<file path="src/rtl/arb_nmux_if.sv">
// Handshake bundle between CH producers and the single arb_nmux output stage.
interface arb_nmux_if #(
  parameter int N  = 32,
  parameter int CH = 4
) ();
  localparam int SW = (CH > 1) ? $clog2(CH) : 1;

  logic [CH*N-1:0] in_data;
  logic [CH-1:0]   in_valid;
  logic [CH-1:0]   in_ready;
  logic [SW-1:0]   sel;
  logic [N-1:0]    out_data;
  logic            out_valid;
  logic            out_ready;
  logic [SW-1:0]   out_ch;

  modport master (
    output in_data, in_valid, sel, out_ready,
    input  in_ready, out_data, out_valid, out_ch
  );

  modport slave (
    input  in_data, in_valid, sel, out_ready,
    output in_ready, out_data, out_valid, out_ch
  );
endinterface

</file>
<file path="src/rtl/arb_nmux.sv">
// CH-to-1 valid/ready mux into a single-entry output register; select is external
// (MODE 0) or round-robin (MODE 1). Latency 1 clock, full throughput.
module arb_nmux #(
  parameter int N    = 32,
  parameter int CH   = 4,
  parameter int MODE = 0
) (
  input  logic          clk,
  input  logic          rst,
  arb_nmux_if.slave     bus
);
  localparam int SW = (CH > 1) ? $clog2(CH) : 1;

  logic [N-1:0]  out_data_q,  out_data_d;
  logic [SW-1:0] out_ch_q,    out_ch_d;
  logic          out_valid_q, out_valid_d;
  logic [SW-1:0] ptr_q,       ptr_d;

  logic [SW-1:0] gnt_idx;
  logic          gnt_vld;
  logic          load_en;
  logic          xfer;
  logic [N-1:0]  gnt_data;
  logic [CH-1:0] in_ready;

  // Grant search: iterate from the farthest offset down so the nearest valid
  // channel after ptr is the last (winning) assignment.
  always_comb begin
    int c;
    gnt_idx = '0;
    gnt_vld = 1'b0;
    c       = 0;
    if (MODE == 0) begin
      gnt_idx = bus.sel;
      gnt_vld = (32'(bus.sel) < CH);
    end else begin
      for (int i = CH; i >= 1; i--) begin
        c = (int'(ptr_q) + i) % CH;
        if (bus.in_valid[c]) begin
          gnt_vld = 1'b1;
          gnt_idx = SW'(c);
        end
      end
    end
  end

  always_comb begin
    gnt_data = '0;
    for (int c = 0; c < CH; c++) begin
      if (gnt_idx == SW'(c)) begin
        gnt_data = bus.in_data[c*N +: N];
      end
    end
  end

  always_comb begin
    logic in_vld_g;
    in_vld_g = 1'b0;
    for (int c = 0; c < CH; c++) begin
      if (gnt_idx == SW'(c)) begin
        in_vld_g = bus.in_valid[c];
      end
    end
    load_en = !out_valid_q || bus.out_ready;
    xfer    = !rst && load_en && gnt_vld && in_vld_g;
  end

  always_comb begin
    in_ready = '0;
    for (int c = 0; c < CH; c++) begin
      if (xfer && gnt_idx == SW'(c)) begin
        in_ready[c] = 1'b1;
      end
    end
  end

  always_comb begin
    out_data_d  = out_data_q;
    out_ch_d    = out_ch_q;
    out_valid_d = out_valid_q;
    ptr_d       = ptr_q;
    if (xfer) begin
      out_data_d  = gnt_data;
      out_ch_d    = gnt_idx;
      out_valid_d = 1'b1;
      if (MODE == 1) begin
        ptr_d = gnt_idx;
      end
    end else if (bus.out_ready) begin
      out_valid_d = 1'b0;
    end
  end

  // ptr resets to the last channel so channel 0 is searched first.
  always_ff @(posedge clk or posedge rst) begin
    if (rst) begin
      out_data_q  <= '0;
      out_ch_q    <= '0;
      out_valid_q <= 1'b0;
      ptr_q       <= SW'(CH - 1);
    end else begin
      out_data_q  <= out_data_d;
      out_ch_q    <= out_ch_d;
      out_valid_q <= out_valid_d;
      ptr_q       <= ptr_d;
    end
  end

  assign bus.in_ready  = in_ready;
  assign bus.out_data  = out_data_q;
  assign bus.out_ch    = out_ch_q;
  assign bus.out_valid = out_valid_q;

  a_rdy_onehot: assert property (@(posedge clk) disable iff (rst)
    $onehot0(in_ready));

  a_hold_stable: assert property (@(posedge clk) disable iff (rst)
    (out_valid_q && !bus.out_ready) |=> (out_valid_q && $stable(out_data_q) && $stable(out_ch_q)));
endmodule

</file>
<file path="src/flat_wrapper.sv">
// flat-port wrapper written by rule: the top's interface ports become plain ports
module arb_nmux_flat 
#(
  parameter int N    = 32,
  parameter int CH   = 4,
  parameter int MODE = 0
)
  (clk, rst, bus_in_data, bus_in_valid, bus_sel, bus_out_ready, bus_in_ready, bus_out_data, bus_out_valid, bus_out_ch);
  arb_nmux_if #(.N(N), .CH(CH)) bus_i ();
  input  logic clk;
  input  logic rst;
  input wire logic [$bits(bus_i.in_data)-1:0] bus_in_data;
  input wire logic [$bits(bus_i.in_valid)-1:0] bus_in_valid;
  input wire logic [$bits(bus_i.sel)-1:0] bus_sel;
  input wire logic [$bits(bus_i.out_ready)-1:0] bus_out_ready;
  output wire logic [$bits(bus_i.in_ready)-1:0] bus_in_ready;
  output wire logic [$bits(bus_i.out_data)-1:0] bus_out_data;
  output wire logic [$bits(bus_i.out_valid)-1:0] bus_out_valid;
  output wire logic [$bits(bus_i.out_ch)-1:0] bus_out_ch;
  assign bus_i.in_data = bus_in_data;
  assign bus_i.in_valid = bus_in_valid;
  assign bus_i.sel = bus_sel;
  assign bus_i.out_ready = bus_out_ready;
  assign bus_in_ready = bus_i.in_ready;
  assign bus_out_data = bus_i.out_data;
  assign bus_out_valid = bus_i.out_valid;
  assign bus_out_ch = bus_i.out_ch;
  arb_nmux #(.N(N), .CH(CH), .MODE(MODE)) u_core (.clk(clk), .rst(rst), .bus(bus_i));
endmodule
</file>
<file path="config.mk">
export PLATFORM = sky130hd
export DESIGN_NAME = arb_nmux_flat
export DESIGN_NICKNAME = d
export VERILOG_FILES = /design/src/rtl/arb_nmux_if.sv /design/src/rtl/arb_nmux.sv /design/src/flat_wrapper.sv
export SDC_FILE = /design/constraint.sdc
export NUM_CORES = 1
export LEC_CHECK = 0
export ABC_CLOCK_PERIOD_IN_PS = 5400
export BUFFER_PORTS_ARGS = -buffer_cell sky130_fd_sc_hd__buf_2
export CAP_MARGIN = 20
export CORE_ASPECT_RATIO = 0.5
export CORE_MARGIN = 8
export CORE_UTILIZATION = 42
export CTS_CLUSTER_SIZE = 10
export DETAILED_ROUTE_END_ITERATION = 10
export PLACE_DENSITY = 0.84
export SLEW_MARGIN = 20
export SYNTH_ARGS = -nofsm -noshare
export SYNTH_HDL_FRONTEND = slang
export SYNTH_SLANG_ARGS = --single-unit
</file>
<file path="constraint.sdc">
create_clock -name clk -period 5.4 [get_ports clk]
set_input_delay 0 -clock clk [delete_from_list [all_inputs] [get_ports clk]]
set_output_delay 0 -clock clk [all_outputs]
set_load 0.05 [all_outputs]
</file>
### Word-level counts from Yosys, hierarchy flattened

Index checks and enable logic that the tools add are counted.

* equality and inequality tests: 3
* multiplexer cells: 14
* reduce and logical (&&, ||, !) cells: 11

Operators with widths (number)
* 32-bit 2-to-1 mux: 4
* 1-bit 2-to-1 mux: 10
* 1-bit logical AND: 6
* 2-bit == test, second input constant: 2
* 2-bit by 1-bit == test with 1-bit output, second input constant: 1
* 1-bit logical NOT: 2
* 2-bit logical NOT: 1
* 2-bit nonzero test: 1
* 1-bit logical OR: 1

* flip-flop bits (word level): 35
* input port bits: 137
* logic and storage cells: 31

### Depth between registers and ports, before layout

Gate-level depths: netlist of the first run.

* word-level depth: 8
* gate-level depth with buffers: 6
* mapped depth without buffers: 4

### Worst setup path after synthesis of the first run

Ideal clock, no wire load.

* path kind: register to register
* start point: reg u_core.out_valid_q (netlist: u_core.bus.out_valid)
* end point: reg u_core.out_data_q[10] (netlist: u_core.bus.out_data[10])
* arrival: 1.920 ns
* slack: 3.355 ns
* cell stages (with the launch flop): 6
* path buffers: 1
* period minus slack after synthesis: 2.045 ns
* cells stage by stage: dfrtp_1 -> nor2b_1 -> a2111o_1 -> a21oi_4 -> buf_6 -> mux2_2

* longest elaborated chain between the ends: 4

Ends and longest elaborated chain
* start: declaration: RTL line arb_nmux.sv:16 `logic out_valid_q, out_valid_d;`
* start signal: assignment: RTL line arb_nmux.sv:104 `out_valid_q <= out_valid_d;`
* 1-bit logical NOT: RTL line arb_nmux.sv:64 `load_en = !out_valid_q || bus.out_ready;`
* 1-bit logical OR: RTL line arb_nmux.sv:64
* 1-bit logical AND (2 in a row): RTL line arb_nmux.sv:65 `xfer = !rst && load_en && gnt_vld && in_vld_g;`
* end signal: assignment: RTL line arb_nmux.sv:102 `out_data_q <= out_data_d;`
* end: declaration: RTL line arb_nmux.sv:14 `logic [N-1:0] out_data_q, out_data_d;`

No other way between the ends.
A chain may end at the register's enable or synchronous reset.

### Worst setup path after layout of the first run

* start point: in bus_sel[1]
* end point: reg u_core.out_data_q[12] (netlist: u_core.bus.out_data[12])

* longest elaborated chain between the ends: 6

Ends and longest elaborated chain
* start: declaration: RTL line flat_wrapper.sv:14 `input wire logic [$bits(bus_i.sel)-1:0] bus_sel;`
* 2-bit logical NOT: RTL line arb_nmux.sv:50, arb_nmux.sv:60
* 1-bit 2-to-1 mux (4 in a row): RTL line arb_nmux.sv:60 `if (gnt_idx == SW'(c)) begin`
* 1-bit logical AND: RTL line arb_nmux.sv:65

Several ways; a longest one is shown, not always the timed one.

==> results.md, run 1 <==
- Outcome: finished, final reports clean
- GRT Total Usage: ~18%
- Primary FF master, synth: dfrtp_1
- HPWL after detailed placement: roughly 6000 um
- Period utilisation layout: 45.4%
- Area grow syn2layout: 45.8%
- Clock transition at path regs: 0.07 ns
- Crit path time final: 2.45 ns
- CP Capture Type: flop
- PostCTS Resize Cnt: 0
- Number of synthesized flops with an enable pin: 0
- Core Area: 0.00495 mm^2
- Slew headroom: between 30% and 40%
- Cell Int Power: 0.614 mW
- CP max FO: 38
- RePlAce Congestion: 0.774
- Crit path cell chain: buf_2 -> mux2i_1 -> a2111o_1 -> a21oi_4 -> mux2_2
- Main combinational cell family by area after synthesis: multiplexers
- Iter 0 DRT Violations: between 40 and 50
- Count of different cell masters after synthesis: 21
- Clock Power Share: between 10% and 20%
- Die height: 66.9 um
- Global-route wire length before repair: 11500 um
- Layout cells sized above 1: 80.7%
- Die width: 118 um
- Post-synth top area cell: dfrtp_1
- Register bit total from synthesis: 35
- I/O Buffers: around 180
- Vias/cell: 5.18
- IR Drop Worst-Case VDD: about 150 uV
- YS warnings: 0
- Initial antenna violation count: 0
- Routed Antenna Nets: 0
- Vias in the first global route: roughly 2.3k
- Final Skew: 0.00317 ns
- Top cell type's share of synthesized area: approximately two fifths
- Required @ worst endpoint: 5.57 ns
- Worst-Skew Late Latency: 0.28 ns
- Synth Area in Simple Gates: 3.22%
- Clock buffer count from CTS: 5
- Filler cells: 420
- Type of origin of the critical path: input port
- Post-Synth XOR/XNOR Area: 0%
- Combinational share of power: 49.7%
- Complex-gate fraction of the synthesized area: roughly 2.2%
- Synth top area cells: dfrtp_1 40%, mux4_2 33%, mux2_2 15%
- Post-Synthesis Cells: 132
- Max-slew violation count: 0
- Reg2Reg Depth: 4
- Final wirelength: 7290 um
- Clk buf depth: 2
- Final nets: 443
- Switching power: 0.493 mW
- Via count: slightly below 2k
- Hold Fails Final Rpt: 0
- Switching Share: between 40% and 50%
- Worst path max stage delay: 0.81 ns
- CTS sink cnt: 35
- HP Class: input port to flop
- Async SR Flop Fraction: 100%
- Post-synthesis mux area share: about half
- Total Power: 1.11 mW
- Most frequent cells in the layout: 175 x buf_2, 35 x dfrtp_1, 32 x mux4_2
- Std cell rows: 18
- Max-Cap Viols: 0
- Setup CP Type: input port to flop
- Die area: 0.00789 mm^2
- Synth Cell Area: 0.00218 mm^2
- CTS root buffer: clkbuf_8
- Seq pwr share: 33.3%
- Critical-path cell with the highest stage delay: a21oi_4
- CTS tree: done
- Syn_nets: about 270
- # Post-CTS Setup Buffers: 0
- Worst-Margin Slew: 1.04 ns
- Detailed Routing Iterations Pass 1: 4
- Hold path depth: 4
- CTS H-tree depth: 2
- Starting Density: between 40 and 50%
- Fin Setup TNS: 0 ns
- RSZ-0062 raised after global routing: false
- Final Setup Violations: 0
- GRT overflow: 0
- Commonest non-fill, non-tap cell in the layout: buf_2
- Pwr dens: between 300 and 400 mW/mm^2
- Lkg Pwr: around 1.6 nW
- Sequential area share after synthesis: between 40% and 50%
- DRC: 0
- Antenna Diode Count: 0
- WL/cell: ~19 um
- WP data arrival: 2.62 ns
- Adder-cell share of the synthesized area: 0%
- FMAX: 408 MHz
- Syn avg cell area: 16.5 um^2
- Top-Level Pins: 176
- Largest net degree at the start of global routing: 39
[power groups by stage]
| stage | clock network, mW | registers, mW | logic (mW) |
|---|---|---|---|
| floorplan | 0 | 0.628 | 0.143 |
| global placement | 0 | 0.370 | 0.542 |
| detailed placement | 0 | 0.374 | 0.555 |
| CTS | 0.196 | 0.369 | 0.557 |
| global route | 0.207 | 0.378 | 0.578 |
| finish | 0.189 | 0.368 | 0.551 |
[flip-flops by register name (all words and copies together), names as in the netlist]
name,flops
u_core.bus.out_data,32
u_core.bus.out_ch,2
u_core.bus.out_valid,1
[synthesized netlist by cell type (2+ instances only)]
library cell  count
a21oi_1           2
mux2_1            3
o21ai_0           2
nor2_1            3
clkbuf_1          3
dfrtp_1          35
mux4_2           32
buf_2             3
buf_6             4
mux2_2           29
inv_1             4
and4_1            3
[critical path, delay by kind of cell]
family / cells / cell delay, ns
mux: 2 / 0.61
compound gates: 2 / 1.32
buf+inv: 1 / 0.67
[path summary, 6_finish.rpt]
check / endpoint / slack [ns] / from
setup / recovery: u_core.bus.out_data[12] / 2.95 / bus_sel[1]
hold / removal: u_core.bus.out_ch[1] / 0.10 / bus_in_valid[1]
setup reg to reg: u_core.bus.out_data[12] / 3.03 / u_core.bus.out_valid
hold reg to reg: u_core.bus.out_data[30] / 0.49 / u_core.bus.out_data[30]
max in group asynchronous: u_core.bus.out_data[20] / 4.20 / rst
min in group asynchronous: u_core.bus.out_data[24] / 0.49 / rst
[metrics by stage]
step | util (%) | std cells | worst slack [ns] | hold slack (ns) | instance area (um^2)
3_5_place_dp | 62.1 | 368 | 2.68 | 0.254 | 3080
4_1_cts | 64.1 | 376 | 2.96 | 0.0976 | 3180
3_3_place_gp | 62.1 | 368 | 2.83 | 0.218 | 3080
2_1_floorplan | - | 132 | 3.36 | 0.154 | 2180
5_1_grt | 64.1 | 376 | 2.76 | 0.131 | 3180
6_report | 64.1 | 376 | 2.95 | 0.105 | 3180
[what timing repair did]
| item | 4_1_cts | 5_1_grt |
|---|---|---|
| hold endpoints to repair | 21 | 0 |
| setup endpoints to repair | 0 | 0 |
| hold buffers | 1 | 0 |
[cell families after synthesis]
family                 count (synthesis)
and+or+nand+nor                       11
DFF                                   35
buffers and inverters                 15
muxes                                 65
AOI/OAI and AO/OA                      6
[metal layers]
metal	vias to the layer above	share of wire (%)	GRT usage [%]
met5	-	0	0
met4	0	1.0	4.42
met3	6	6.2	5.48
met2	76	59	37.1
met1	990	34	17.8
li1	876	-	-
[cell type report]
class                   instances  area (um^2)  share of cell area (%)
clock buffers                   6         82.6                    2.60
multi-input cells              82         1210                    38.1
repair buffers                178          901                    28.4
inverters                       4         15.0                   0.473
well taps                      70         87.6                    2.76
clock inverters                 1         5.00                   0.158
flip-flops and latches         35          876                    27.6
Note: power is estimated with default switching activity, not from simulation.
==> inputs of run 2 (changes only) <==
--- a/config.mk
+++ b/config.mk
@@ -5,15 +5,15 @@
 export SDC_FILE = /design/constraint.sdc
 export NUM_CORES = 1
 export LEC_CHECK = 0
-export ABC_CLOCK_PERIOD_IN_PS = 5400
+export ABC_CLOCK_PERIOD_IN_PS = 2000
 export BUFFER_PORTS_ARGS = -buffer_cell sky130_fd_sc_hd__buf_2
 export CAP_MARGIN = 20
 export CORE_ASPECT_RATIO = 0.5
 export CORE_MARGIN = 8
-export CORE_UTILIZATION = 42
+export CORE_UTILIZATION = 36
 export CTS_CLUSTER_SIZE = 10
 export DETAILED_ROUTE_END_ITERATION = 10
-export PLACE_DENSITY = 0.84
+export PLACE_DENSITY = 0.77
 export SLEW_MARGIN = 20
 export SYNTH_ARGS = -nofsm -noshare
 export SYNTH_HDL_FRONTEND = slang
==> constraint.sdc (replaced) <==
create_clock -name clk -period 2 [get_ports clk]
set_input_delay 0 -clock clk [delete_from_list [all_inputs] [get_ports clk]]
set_output_delay 0 -clock clk [all_outputs]
set_load 0.05 [all_outputs]
==> run 2 against run 1 <==
Cell count grew 3.7%. Design area grew 3.7%. Non-clock buffer count grew 6. Combinational power grew to 2.7 times the previous value. Critical path type is now flop to flop. Critical endpoint is now u_core.bus.out_data[15]. Largest cell class unchanged. Largest power group unchanged.
==> results.md, run 2 (synthesized netlist as in run 1, its figures left out) <==
- Outcome: finished, final reports clean
- Max-Cap Viols: 0
- Routed Antenna Nets: 0
- Largest net degree at the start of global routing: 26
- Core Area: 0.00596 mm^2
- I/O Buffers: 175
- Final Skew: 0.00230 ns
- Std cell rows: 20
- Hold Fails Final Rpt: 0
- Seq pwr share: between 30 and 40%
- Dpl ws: ~0.14 ns
- Commonest non-fill, non-tap cell in the layout: buf_2
- Worst-Skew Late Latency: 0.27 ns
- Cell Area, Placed: ~0.0031 mm^2
- IR Drop Worst-Case VDD: 485 uV
- Crit path time final: 1.85 ns
- Initial antenna violation count: 0
- CTS H-tree depth: 2
- CP Capture Type: flop
- GRT overflow: 0
- Clock buffer count from CTS: 5
- Design Area, Final: 0.00329 mm^2
- Vias in the first global route: 2301
- RSZ-0062 raised after global routing: false
- Worst path max stage delay: 0.46 ns
- Most frequent cells in the layout: 175 x buf_2, 34 x dfrtp_1, 32 x mux4_2
- Period utilisation layout: between 90% and 100%
- Starting Density: 36.6%
- Combinational share of power: 46.6%
- HPWL after detailed placement: between 6000 and 7000 um
- Iter 0 DRT Violations: 43
- Multi-input gate area in the final layout: about 0.0012 mm^2
- Die area: 0.00895 mm^2
- Detailed Routing Iterations Pass 1: 4
- Max reg flops: 32
- Clock transition at path regs: 0.05 ns
- Reg area: 877 um^2
- Required @ worst endpoint: 2.15 ns
- Switching power: approximately 1.4 mW
- Filler cells: 520
- R2R Setup Slk: 0.15 ns
- # Post-CTS Setup Buffers: 0
- HP Class: input port to flop
- Die width: 126 um
- FMAX: 540 MHz
- CP max FO: 25
- Layout cells sized above 1: 80.8%
- Type of origin of the critical path: flop
- Area grow syn2layout: 51.2%
- GRT Total Usage: between 15 and 20%
- CTS sink cnt: 35
- Clock Power Share: 22.5%
- Via count: a little under 2k
- Vias/cell: 4.99
- Final wirelength: 7160 um
- WL/cell: around 18 um
- Lkg Pwr: 1.62 nW
- CTS root buffer: clkbuf_16
- Clk buf depth: 2
- Setup WS post-layout: approximately 0.15 ns
- Fin Setup TNS: 0 ns
- RePlAce Congestion: 0.902
- WP data arrival: 2.01 ns
- PostCTS Resize Cnt: 0
- Switching Share: between 40% and 50%
- Post-CTS Hold Buffers: 1
- Worst-Margin Slew: between 0.4 and 0.5 ns
- Slew headroom: a little under three quarters
- Critical-path cell with the highest stage delay: a2111o_1
- Die height: 71.0 um
- Crit path cell chain: nor2b_1 -> a2111o_1 -> a21oi_4 -> buf_12 -> mux2_2
- CTS tree: done
- Max-slew violation count: 0
- DRC: 0
- Final Setup Violations: 0
- Final nets: around 450
- Antenna Diode Count: 0
- Top-Level Pins: 176
- Global-route wire length before repair: roughly 11000 um
- Pwr dens: 978 mW/mm^2
- Cell Int Power: 1.86 mW
- Setup CP Type: flop to flop
-- run 2: cell count changes in the layout (fill, tap and decap cells not counted), sizes merged --
cell | previous run | this run
clkbuf | 6 | 7
buf | 177 | 183
-- run 2: worst max-delay path: cells and delay by family (launching register included) --
kind / cells / cell delay, ns
AO/OA/AOI/OAI: 2 / 0.63
buffers and inverters: 1 / 0.20
flip-flops: 1 / 0.39
multiplexers: 1 / 0.35
AND/OR/NAND/NOR: 1 / 0.15
-- run 2: cell type report --
type                       count  share of cell area (%)
clock buffer                   7                    4.03
clock inverter                 1                   0.152
inverter                       4                   0.456
multi-input combinational     82                    36.7
sequential                    35                    26.6
tap                           77                    2.93
timing repair buffer         184                    29.1
-- run 2: power by group through the flow --
stage	logic [mW]	clock network (mW)	registers (mW)
after detailed placement	1.52	0	1.01
after global routing	1.57	0.776	1.03
after CTS	1.52	0.745	0.999
after global placement	1.48	0	1.00
final	1.50	0.724	0.996
after floorplan	0.386	0	1.70
-- run 2: stage by stage --
step	cells	utilization, %	hold WS [ns]	power (mW)
after floorplan	132	-	0.154	2.08
after global placement	381	52.8	0.0145	2.48
after detailed placement	381	52.8	0.0281	2.53
after CTS	390	55.3	0.110	3.26
after global routing	390	55.3	0.178	3.38
final	390	55.3	0.113	3.22
-- run 2: path summary, 6_finish.rpt --
| path | cells past startpoint | end | from |
|---|---|---|---|
| min reg2reg | 1 | u_core.bus.out_data[30] | u_core.bus.out_data[30] |
| max | 5 | u_core.bus.out_data[15] | u_core.bus.out_valid |
| max in group asynchronous | 4 | u_core.bus.out_data[9] | rst |
| min | 4 | u_core.bus.out_ch[1] | bus_in_valid[1] |
| min in group asynchronous | 3 | u_core.bus.out_data[25] | rst |
| max reg2reg | 5 | u_core.bus.out_data[15] | u_core.bus.out_valid |
-- run 2: metal layers --
layer / track usage (%) / vias up / part of all wire, %
li1: - / 892 / -
met1: 16.8 / 984 / 37
met5: 0 / - / 0
met2: 30.3 / 61 / 57
met3: 3.67 / 10 / 4.1
met4: 4.76 / 0 / 1.6
==> inputs of run 3 (changes only) <==
--- a/config.mk
+++ b/config.mk
@@ -6,14 +6,15 @@
 export NUM_CORES = 1
 export LEC_CHECK = 0
 export ABC_CLOCK_PERIOD_IN_PS = 2000
-export BUFFER_PORTS_ARGS = -buffer_cell sky130_fd_sc_hd__buf_2
 export CAP_MARGIN = 20
 export CORE_ASPECT_RATIO = 0.5
 export CORE_MARGIN = 8
-export CORE_UTILIZATION = 36
+export CORE_UTILIZATION = 45
 export CTS_CLUSTER_SIZE = 10
 export DETAILED_ROUTE_END_ITERATION = 10
-export PLACE_DENSITY = 0.77
+export DONT_BUFFER_PORTS = 1
+export PLACE_DENSITY = 0.61
+export SETUP_SLACK_MARGIN = 0.02
 export SLEW_MARGIN = 20
 export SYNTH_ARGS = -nofsm -noshare
 export SYNTH_HDL_FRONTEND = slang
==> run 3 against run 2 <==
Combinational power fell by 72%. Design area fell by 26%. First-iteration DRC count rose by 40%. Non-clock buffer count fell by 176. Cell count fell by 47%. Largest cell class unchanged. Setup slack improved by 0.020 ns. Maximum frequency rose by 1.1%. Global-route usage fell by 0.60 points. Via count fell by 35%. Critical path depth did not move. Sequential power rose by 74%. Largest power group is now sequential cells. Sequential share of layout area rose by 9.5 points.
==> results.md, run 3 (synthesized netlist as in run 1, its figures left out) <==
- Final nets: 273
- Routed Antenna Nets: 0
- Outcome: finished, final reports clean
- Worst Setup SP: u_core.bus.out_valid
- Die area: approximately 0.0075 mm^2
- Worst-Skew Late Latency: between 0.2 and 0.3 ns
- Critical-path cell with the highest stage delay: dlygate4sd3_1
- Combinational share of power: 14.6%
- Initial antenna violation count: 1
- Required @ worst endpoint: around 2.2 ns
- PostCTS Resize Cnt: 0
- Via count: roughly 1.3k
- Commonest non-fill, non-tap cell in the layout: dfrtp_1
- Largest net degree at the start of global routing: 39
- CTS root buffer: clkbuf_8
- Switching Share: 42.3%
- Cell Int Power: 1.68 mW
- Layout cells sized above 1: 54.7%
- Clock transition at path regs: 0.07 ns
- WL/cell: about 28 um
- Hold Fails Final Rpt: 0
- R2r endpoint: u_core.bus.out_ch[1]
- Seq pwr share: 59.4%
- Placed cells: 195
- Clk buf depth: 2
- Hold path depth: 2
- Final Setup Violations: 0
- Pwr dens: 1200 mW/mm^2
- Critical R2R Launch: u_core.bus.out_valid
- Top-Level Pins: 176
- Clock Power Share: around a quarter
- Total Power: 2.91 mW
- # Post-CTS Setup Buffers: 0
- RePlAce Congestion: 0.714
- Switching power: 1.23 mW
- DRC: 0
- Max-slew violation count: 0
- Most used routing layer: met2
- Max reg flops: 32
- RSZ-0062 raised after global routing: false
- Worst-Margin Slew: 0.736 ns
- Global-route wire length before repair: a little under 9000 um
- WP data arrival: roughly 2.0 ns
- Period utilisation layout: 91.6%
- Core Area: 0.00480 mm^2
- Final wirelength: between 5000 and 6000 um
- Most frequent cells in the layout: 34 x dfrtp_1, 32 x mux4_2, 29 x mux2_2
- Worst path most repeated cell: o21ai_0
- CTS H-tree depth: 2
- Area grow syn2layout: 11.5%
- Clock buffer count from CTS: 5
- Detailed Routing Iterations Pass 1: 4
- Lkg Pwr: 0.924 nW
- Fin Setup TNS: 0 ns
- Type of origin of the critical path: flop
- Setup crit end: u_core.bus.out_ch[1]
- Final std cells w/o fill: 207
- HP Start: bus_sel[1]
- Fin util: 50.6%
- Max-Cap Viols: 0
- CTS tree: done
- CP Capture Type: flop
- CP top delay family: compound AO/OA/AOI/OAI gates
- Std cell rows: 18
- FMAX: 546 MHz
- Crit path time final: 1.83 ns
- Worst path max stage delay: approximately 0.56 ns
- Met2 usage: 26.5%
- CP bufs+invs: 1
- HP Class: input port to flop
- I/O Buffers: 0
- GRT overflow: 0
- Vias in the first global route: ~1.5k
- Die width: 114 um
- Final Skew: 0.00698 ns
- CTS sink cnt: 35
- IR Drop Worst-Case VDD: 432 uV
- Crit path cell chain: nor2b_1 -> a2111o_1 -> o21ai_0 -> o21ai_0 -> dlygate4sd3_1
- HPWL after detailed placement: 4620 um
- Antenna Diode Count: 0
- GRT Total Usage: 15.1%
- WP depth: 5
- Met3 Use GR: 8.41%
- Setup CP Type: flop to flop
- GR Layer Usage met1: 15.5%
- Vias/cell: a little over 6
- Iter 0 DRT Violations: 60
- CP max FO: 4
- Slew headroom: between 50% and 60%
- Starting Density: between 40 and 50%
- R2R Setup Slk: 0.17 ns
- Reg2Reg Depth: 5
- Die height: 65.2 um
==> run 3: changes by cell type in the layout (fill, tap and decap cells not counted) <==
cell / before / now
clkbuf_1: 2 / 1
buf_12: 1 / 3
bufinv_16: 0 / 2
dlygate4sd3_1: 1 / 4
buf_2: 175 / 0
clkbuf_8: 0 / 5
clkinv_2: 1 / 0
buf_4: 7 / 1
clkbuf_16: 5 / 0
==> run 3: final cells by class <==
type,count,area (um^2)
Clock buffer,6,72.6
Clock inverter,2,60.1
Fill cell,407,2370
Inverter,4,15.0
Multi-Input combinational cell,82,1210
Sequential cell,35,877
Tap cell,70,87.6
Timing Repair Buffer,8,108
==> run 3: stage by stage <==
stage / hold WS, ns / cell area, um^2 / setup slack, ns
final: 0.0223 / 2430 / 0.167
after detailed placement: 0.0651 / 2260 / 0.148
after global placement: 0.0619 / 2260 / 0.182
after floorplan: 0.154 / 2180 / 0.0440
after global routing: 0.0211 / 2430 / 0.0703
after CTS: 0.00931 / 2430 / 0.0605
==> run 3: layer usage <==
| metal | routed length (um) | vias to the layer above |
|---|---|---|
| met3 | 716 | 4 |
| met5 | 8 | - |
| met4 | 31 | 2 |
| met2 | 3100 | 75 |
| li1 | - | 540 |
| met1 | 1870 | 642 |
==> run 3: worst min path at each step <==
| stage | endpoint | slack, ns |
|---|---|---|
| global placement | u_core.bus.out_ch[1] | 0.06 |
| global route | u_core.bus.out_data[31] | 0.02 |
| floorplan | u_core.bus.out_ch[0] | 0.15 |
| CTS | u_core.bus.out_ch[0] | 0.009 |
| finish | u_core.bus.out_data[25] | 0.02 |
| detailed placement | u_core.bus.out_ch[1] | 0.07 |
==> run 3: power groups by stage <==
stage | Clock (mW) | Sequential (mW) | Combinational, mW
after floorplan | 0 | 1.70 | 0.386
after global placement | 0 | 1.75 | 0.407
after detailed placement | 0 | 1.75 | 0.421
after CTS | 0.777 | 1.74 | 0.434
after global routing | 0.809 | 1.76 | 0.466
final | 0.755 | 1.73 | 0.425
==> run 3: repair_timing <==
item                       CTS  global route
setup endpoints to repair    0             1
hold endpoints to repair    19             0
hold buffers                 4             0
